===== src/rtl/lmul_pkg.sv =====
// Shared definitions for schedulers that front the LMUL_unit BF16 multiplier.
package lmul_pkg;

  localparam int BF16_W      = 16;
  localparam int RES_W       = 32;
  localparam int TIMEOUT_DEF = 16;

  typedef enum logic [1:0] {
    ST_IDLE  = 2'd0,
    ST_ISSUE = 2'd1,
    ST_WAIT  = 2'd2,
    ST_RESP  = 2'd3
  } sched_state_e;

endpackage


===== src/rtl/rr_arbiter.sv =====
// Combinational round-robin arbiter: grants the first asserted request at or
// after the pointer, wrapping from N-1 back to 0.
module rr_arbiter #(
  parameter int N = 4,
  parameter int W = (N > 1) ? $clog2(N) : 1
) (
  input  logic [N-1:0] req,
  input  logic [W-1:0] ptr,
  output logic [N-1:0] grant,
  output logic [W-1:0] grant_id,
  output logic         any
);

  // Scan offsets 0..N-1 from the pointer; the first hit wins.
  always_comb begin
    grant    = '0;
    grant_id = '0;
    any      = 1'b0;
    for (int i = 0; i < N; i++) begin
      for (int j = 0; j < N; j++) begin
        if (!any && req[j] && (j == ((int'(ptr) + i) % N))) begin
          any      = 1'b1;
          grant[j] = 1'b1;
          grant_id = W'(j);
        end
      end
    end
  end

endmodule


===== src/rtl/lmul_scheduler.sv =====
// Shares one LMUL_unit among N_REQ requesters: round-robin accept, one-cycle
// start pulse, wait for the unit's ready (with a watchdog), then return the
// tagged result over a valid/ready response channel.
module lmul_scheduler
  import lmul_pkg::*;
#(
  parameter int N_REQ   = 4,
  parameter int ID_W    = 2,
  parameter int TIMEOUT = TIMEOUT_DEF
) (
  input  logic                    clk,
  input  logic                    rst,
  input  logic [N_REQ-1:0]        req_valid,
  input  logic [N_REQ*BF16_W-1:0] req_a,
  input  logic [N_REQ*BF16_W-1:0] req_b,
  output logic [N_REQ-1:0]        req_ready,
  output logic                    rsp_valid,
  input  logic                    rsp_ready,
  output logic [ID_W-1:0]         rsp_id,
  output logic [RES_W-1:0]        rsp_data,
  output logic                    rsp_err,
  output logic                    mul_start,
  output logic [BF16_W-1:0]       mul_a,
  output logic [BF16_W-1:0]       mul_b,
  input  logic                    mul_ready,
  input  logic [RES_W-1:0]        mul_out,
  output logic                    busy
);

  localparam int CNT_W = $clog2(TIMEOUT + 1);

  sched_state_e       state_q, state_d;
  logic [ID_W-1:0]    rr_ptr;
  logic [ID_W-1:0]    cur_id;
  logic [ID_W-1:0]    grant_id;
  logic [N_REQ-1:0]   grant;
  logic               grant_any;
  logic [BF16_W-1:0]  op_a, op_b;
  logic [BF16_W-1:0]  sel_a, sel_b;
  logic [CNT_W-1:0]   wait_cnt;
  logic               blank;
  logic               accept, done_ok, done_to, rsp_hs;

  rr_arbiter #(
    .N (N_REQ),
    .W (ID_W)
  ) u_arb (
    .req      (req_valid),
    .ptr      (rr_ptr),
    .grant    (grant),
    .grant_id (grant_id),
    .any      (grant_any)
  );

  // Only IDLE offers a grant; everything else is busy.
  assign req_ready = (state_q == ST_IDLE) ? grant : '0;
  assign busy      = (state_q != ST_IDLE);
  assign mul_a     = op_a;
  assign mul_b     = op_b;
  assign rsp_id    = cur_id;

  // Select the granted requester's operands (grant is one-hot or zero).
  always_comb begin
    sel_a = '0;
    sel_b = '0;
    for (int i = 0; i < N_REQ; i++) begin
      if (grant[i]) begin
        sel_a = req_a[i*BF16_W +: BF16_W];
        sel_b = req_b[i*BF16_W +: BF16_W];
      end
    end
  end

  // State register.
  always_ff @(posedge clk or posedge rst) begin
    if (rst) state_q <= ST_IDLE;
    else     state_q <= state_d;
  end

  // Next-state decode plus one-cycle event strobes for the datapath.
  // The first WAIT cycle is blanking: a ready left high by the previous
  // operation is ignored and that cycle is not counted by the watchdog.
  always_comb begin
    state_d = state_q;
    accept  = 1'b0;
    done_ok = 1'b0;
    done_to = 1'b0;
    rsp_hs  = 1'b0;
    unique case (state_q)
      ST_IDLE: begin
        if (grant_any) begin
          accept  = 1'b1;
          state_d = ST_ISSUE;
        end
      end
      ST_ISSUE: state_d = ST_WAIT;
      ST_WAIT: begin
        if (!blank) begin
          if (mul_ready) begin
            done_ok = 1'b1;
            state_d = ST_RESP;
          end else if (wait_cnt == CNT_W'(TIMEOUT - 1)) begin
            done_to = 1'b1;
            state_d = ST_RESP;
          end
        end
      end
      ST_RESP: begin
        if (rsp_ready) begin
          rsp_hs  = 1'b1;
          state_d = ST_IDLE;
        end
      end
      default: state_d = ST_IDLE;
    endcase
  end

  // Registered operands, start pulse, watchdog, response and pointer.
  always_ff @(posedge clk or posedge rst) begin
    if (rst) begin
      op_a      <= '0;
      op_b      <= '0;
      cur_id    <= '0;
      mul_start <= 1'b0;
      wait_cnt  <= '0;
      blank     <= 1'b0;
      rsp_valid <= 1'b0;
      rsp_data  <= '0;
      rsp_err   <= 1'b0;
      rr_ptr    <= '0;
    end else begin
      mul_start <= accept;
      if (accept) begin
        op_a   <= sel_a;
        op_b   <= sel_b;
        cur_id <= grant_id;
      end
      if (state_q == ST_ISSUE) begin
        wait_cnt <= '0;
        blank    <= 1'b1;
      end else if (state_q == ST_WAIT) begin
        if (blank) blank    <= 1'b0;
        else       wait_cnt <= wait_cnt + CNT_W'(1);
      end
      if (done_ok) begin
        rsp_valid <= 1'b1;
        rsp_data  <= mul_out;
        rsp_err   <= 1'b0;
      end else if (done_to) begin
        rsp_valid <= 1'b1;
        rsp_data  <= '0;
        rsp_err   <= 1'b1;
      end else if (rsp_hs) begin
        rsp_valid <= 1'b0;
      end
      if (rsp_hs) begin
        rr_ptr <= (cur_id == ID_W'(N_REQ - 1)) ? '0 : cur_id + ID_W'(1);
      end
    end
  end

endmodule


===== config.mk =====
export PLATFORM = sky130hd
export DESIGN_NAME = lmul_scheduler
export DESIGN_NICKNAME = d
export VERILOG_FILES = /design/src/rtl/lmul_pkg.sv /design/src/rtl/rr_arbiter.sv /design/src/rtl/lmul_scheduler.sv
export SDC_FILE = /design/constraint.sdc
export NUM_CORES = 1
export LEC_CHECK = 0
export ABC_AREA = 1
export CORE_MARGIN = 4
export CORE_UTILIZATION = 40
export CTS_BUF_LIST = sky130_fd_sc_hd__clkbuf_4 sky130_fd_sc_hd__clkbuf_8 sky130_fd_sc_hd__clkbuf_16
export DETAILED_ROUTE_END_ITERATION = 10
export PLACE_DENSITY = 0.79
export SYNTH_ARGS = -nofsm -noshare
export SYNTH_HDL_FRONTEND = slang
export SYNTH_SLANG_ARGS = --single-unit

===== constraint.sdc =====
create_clock -name clk -period 3.15 [get_ports clk]
set_input_delay 0.63 -clock clk [delete_from_list [all_inputs] [get_ports clk]]
set_output_delay 0.63 -clock clk [all_outputs]
set_load 0.05 [all_outputs]

==> impl_metrics.csv <==
group,metric,value,unit
status,status,"finished clean",
min_path,holdCritPathClass,"flop to flop",
power,power_density,1126,mW/mm^2
placement,hpwlAfterDp,12.31,mm
global_routing,grt_pass1_wl,25.13,mm
layout,fin_cells,1045,
cts,cts_buffers,9,
drt,first_pass_iters,6,
floorplanning,start_util,41.47,%
timing,finalClockSkew,9.086,ps
flow_run,max_cap_violations,0,
drt,drc,0,
critical_path,reg2reg_from,"rr_ptr[0]",
min_path,holdPathEnd,"mul_b[4]",
global_routing,grt_pass1_vias,5231,
critical_path,r2r-end,"mul_b[0]",
critical_path,r2r_cells,16,
layout,nets,1074,
timing,max_slew_margin,55.54,%
logic_synthesis,ys_seq_area_share,43.22,%
global_routing,antenna_found_initial,1,
global_routing,grt_max_degree,52,
critical_path,slowest_delay,470,ps
layout,syn2layout_area_growth,67.75,%
logic_synthesis,synth_cell_types,25,
cts,hold_buffers,0,
power,ir_drop,0.7488,mV
timing,hold_slack,479.6,ps
placement,placed_area,0.007308,mm^2
layout,nFillCells,897,
cts,clk_pin_slew,70,ps
layout,finalInstanceArea,0.007674,mm^2
min_path,min_from,"mul_b[4]",
drt,drt_iter0_markers,407,
logic_synthesis,avgSynthCellArea,7.059,um^2
logic_synthesis,syn-num-nets,823,
placement,post-place-ws,-136.7,ps
timing,maxSlewViolCount,0,
critical_path,cp_top_family,"simple AND/OR/NAND/NOR gates",
layout,multi_input_area,0.002107,mm^2
global_routing,gr-total-overflow,0,
critical_path,start_kind,"flop",
power,p_leak,3.929,nW
floorplanning,dieArea,0.01321,mm^2
floorplanning,core-area,0.01103,mm^2
cts,cts_sinks,79,
timing,period_share,97.51,%
timing,min_period,3072,ps
critical_path,crit_path_end_kind,"output pin",
layout,seqCellArea,0.001978,mm^2
critical_path,crit_arrival,2440,ps
placement,dp_cells,1026,
global_routing,grtUsageTotal,23.75,%
critical_path,required,2520,ps
critical_path,slowest_stage,"dfrtp_1",
cts,cts_tree,"built",
placement,gp_congestion,1.004,
timing,timing.fmax,0.3256,GHz
drt,ant_nets,0,
cts,htreeDepth,3,
drt,via_count,5177,
floorplanning,num_rows,38,
logic_synthesis,synth-seq-cells,79,
cts,cts_root_buf,"clkbuf_16",
logic_synthesis,netlist_instances,648,
min_path,hold-path-cell-count,2,
critical_path,cp_common_cell,"nor2_2",
timing,fin_ws,78.39,ps
critical_path,worstPathCellList,"inv_1 -> nand3_2 -> nand3_1 -> nor2_1 -> nand4_1 -> nor2_2 -> nand4_2 -> nor2_2 -> nand4_2 -> nor2_2 -> nor2_2 -> nor2_2 -> buf_6",
critical_path,cp_num_buf_inv,2,
layout,fin_util,69.57,%
drt,drt_wl_total,16.14,mm
floorplanning,die_height,114.9,um
logic_synthesis,yosysWarnings,0,
critical_path,rrSetupSlack,590,ps
floorplanning,num_io_pins,242,
logic_synthesis,syn-cell-area,0.004574,mm^2
critical_path,critPathMaxFanout,6,
cts,clock_latency,330,ps
cts,clk_path_buf_depth,2,
drt,vias_per_cell,4.954,
timing,tightest_slew,666.1,ps
placement,portBuffers,241,
floorplanning,die_x,114.9,um
critical_path,worstSetupPathType,"flop to output pin",
drt,wl_per_cell,15.44,um
timing,setup_violations,0,
layout,drive_above_1_share,7.301,%
timing,hold_violations,0,
## logic make-up (layout without fill, tap and decap cells)
| logic type | after synthesis | after routing | share of synthesized area [%] |
|---|---|---|---|
| AND/OR/NAND/NOR | 346 | 346 | 30.96 |
| buffers and inverters | 130 | 386 | 11.60 |
| AO/OA/AOI/OAI | 86 | 86 | 12.31 |
| flip-flops | 79 | 79 | 43.22 |
| adder cells (fa/ha/maj) | 7 | 7 | 1.915 |
| other | 0 | 1 | 0 |
## worst min-delay path, cell delays in order (launching register included)
cell and delay [ps]:
dfrtp_1 340, nand2_1 50, nand2_1 60
## where the power goes
group / total [mW] / internal, mW / switching [mW]
logic: 5.76 / 2.07 / 3.69
registers: 1.80 / 1.49 / 0.302
clock network: 1.09 / 0.648 / 0.438
## placed cells by master (no fill, tap or decap), types with 9 or more instances in the layout
cell type and n:
clkbuf_16 9, dfrtp_1 78, nand3_1 44, a22o_1 32, inv_1 101, a21oi_1 38
o21ai_0 9, nand2_1 257, buf_4 22, nor2_1 20, clkdlybuf4s50_1 233, nand4_1 9
## through the flow
stage / TNS (ps) / power (mW)
after CTS: -0.2089 / 8.677
after detailed placement: -497.9 / 7.530
after global routing: -69.43 / 9.273
after floorplan: 0 / 5.557
final: 0 / 8.642
after global placement: 0 / 7.405
## state kept, by name, indices dropped and copies added, names as in the netlist, 2 cells and up
register,count
mul_a,16
mul_b,16
rr_ptr,2
rsp_id,2
state_q,2
rsp_data,32
wait_cnt,5
## metal layers
metal  wire (um)  GRT usage [%]
met1        6539          28.60
met2        7640          40.16
met3        1483          7.316
met4         472          8.529
met5           0              0
## synthesized netlist by cell type, drive strengths merged
library cell	number	share of area [%]
o22ai	1	0.14
nor4	1	0.14
a21oi	40	4.4
inv	102	8.4
o21ai	10	1.2
nor3	3	0.44
nand3	47	5.1
clkbuf	5	0.41
o31ai	1	0.16
dfrtp	79	43
ha	7	1.9
nand4	11	1.8
a22oi	1	0.16
nand2	258	21
o211ai	1	0.16
nor2	26	2.3
buf	23	2.8
a22o	32	6.1
## worst max-delay path by stage
stage	endpoint	cells past startpoint	slack, ps	from
after CTS	req_ready[3]	13	-0.2	req_valid[1]
after detailed placement	req_ready[3]	13	-140	req_valid[0]
after global routing	req_ready[3]	13	-70	rr_ptr[0]
final	req_ready[3]	13	80	rr_ptr[0]
after floorplan	req_ready[3]	12	170	req_valid[2]
after global placement	req_ready[3]	13	20	req_valid[0]
## area by class of cell
cell class                      count  area share [%]
Antenna cell                        1         0.03261
Multi-Input combinational cell    439           27.46
Clock inverter                      6          0.9946
Timing Repair Buffer              268           35.33
Inverter                          102           5.006
Tap cell                          140           2.283
Clock buffer                       10           3.114
Sequential cell                    79           25.78
## what timing repair did
item	CTS	global route
gates resized for setup	4	10
setup buffers	1	1
pin swaps	1	3
setup endpoints to repair	4	4
hold endpoints to repair	0	0
(Power assumes the default switching activity.)
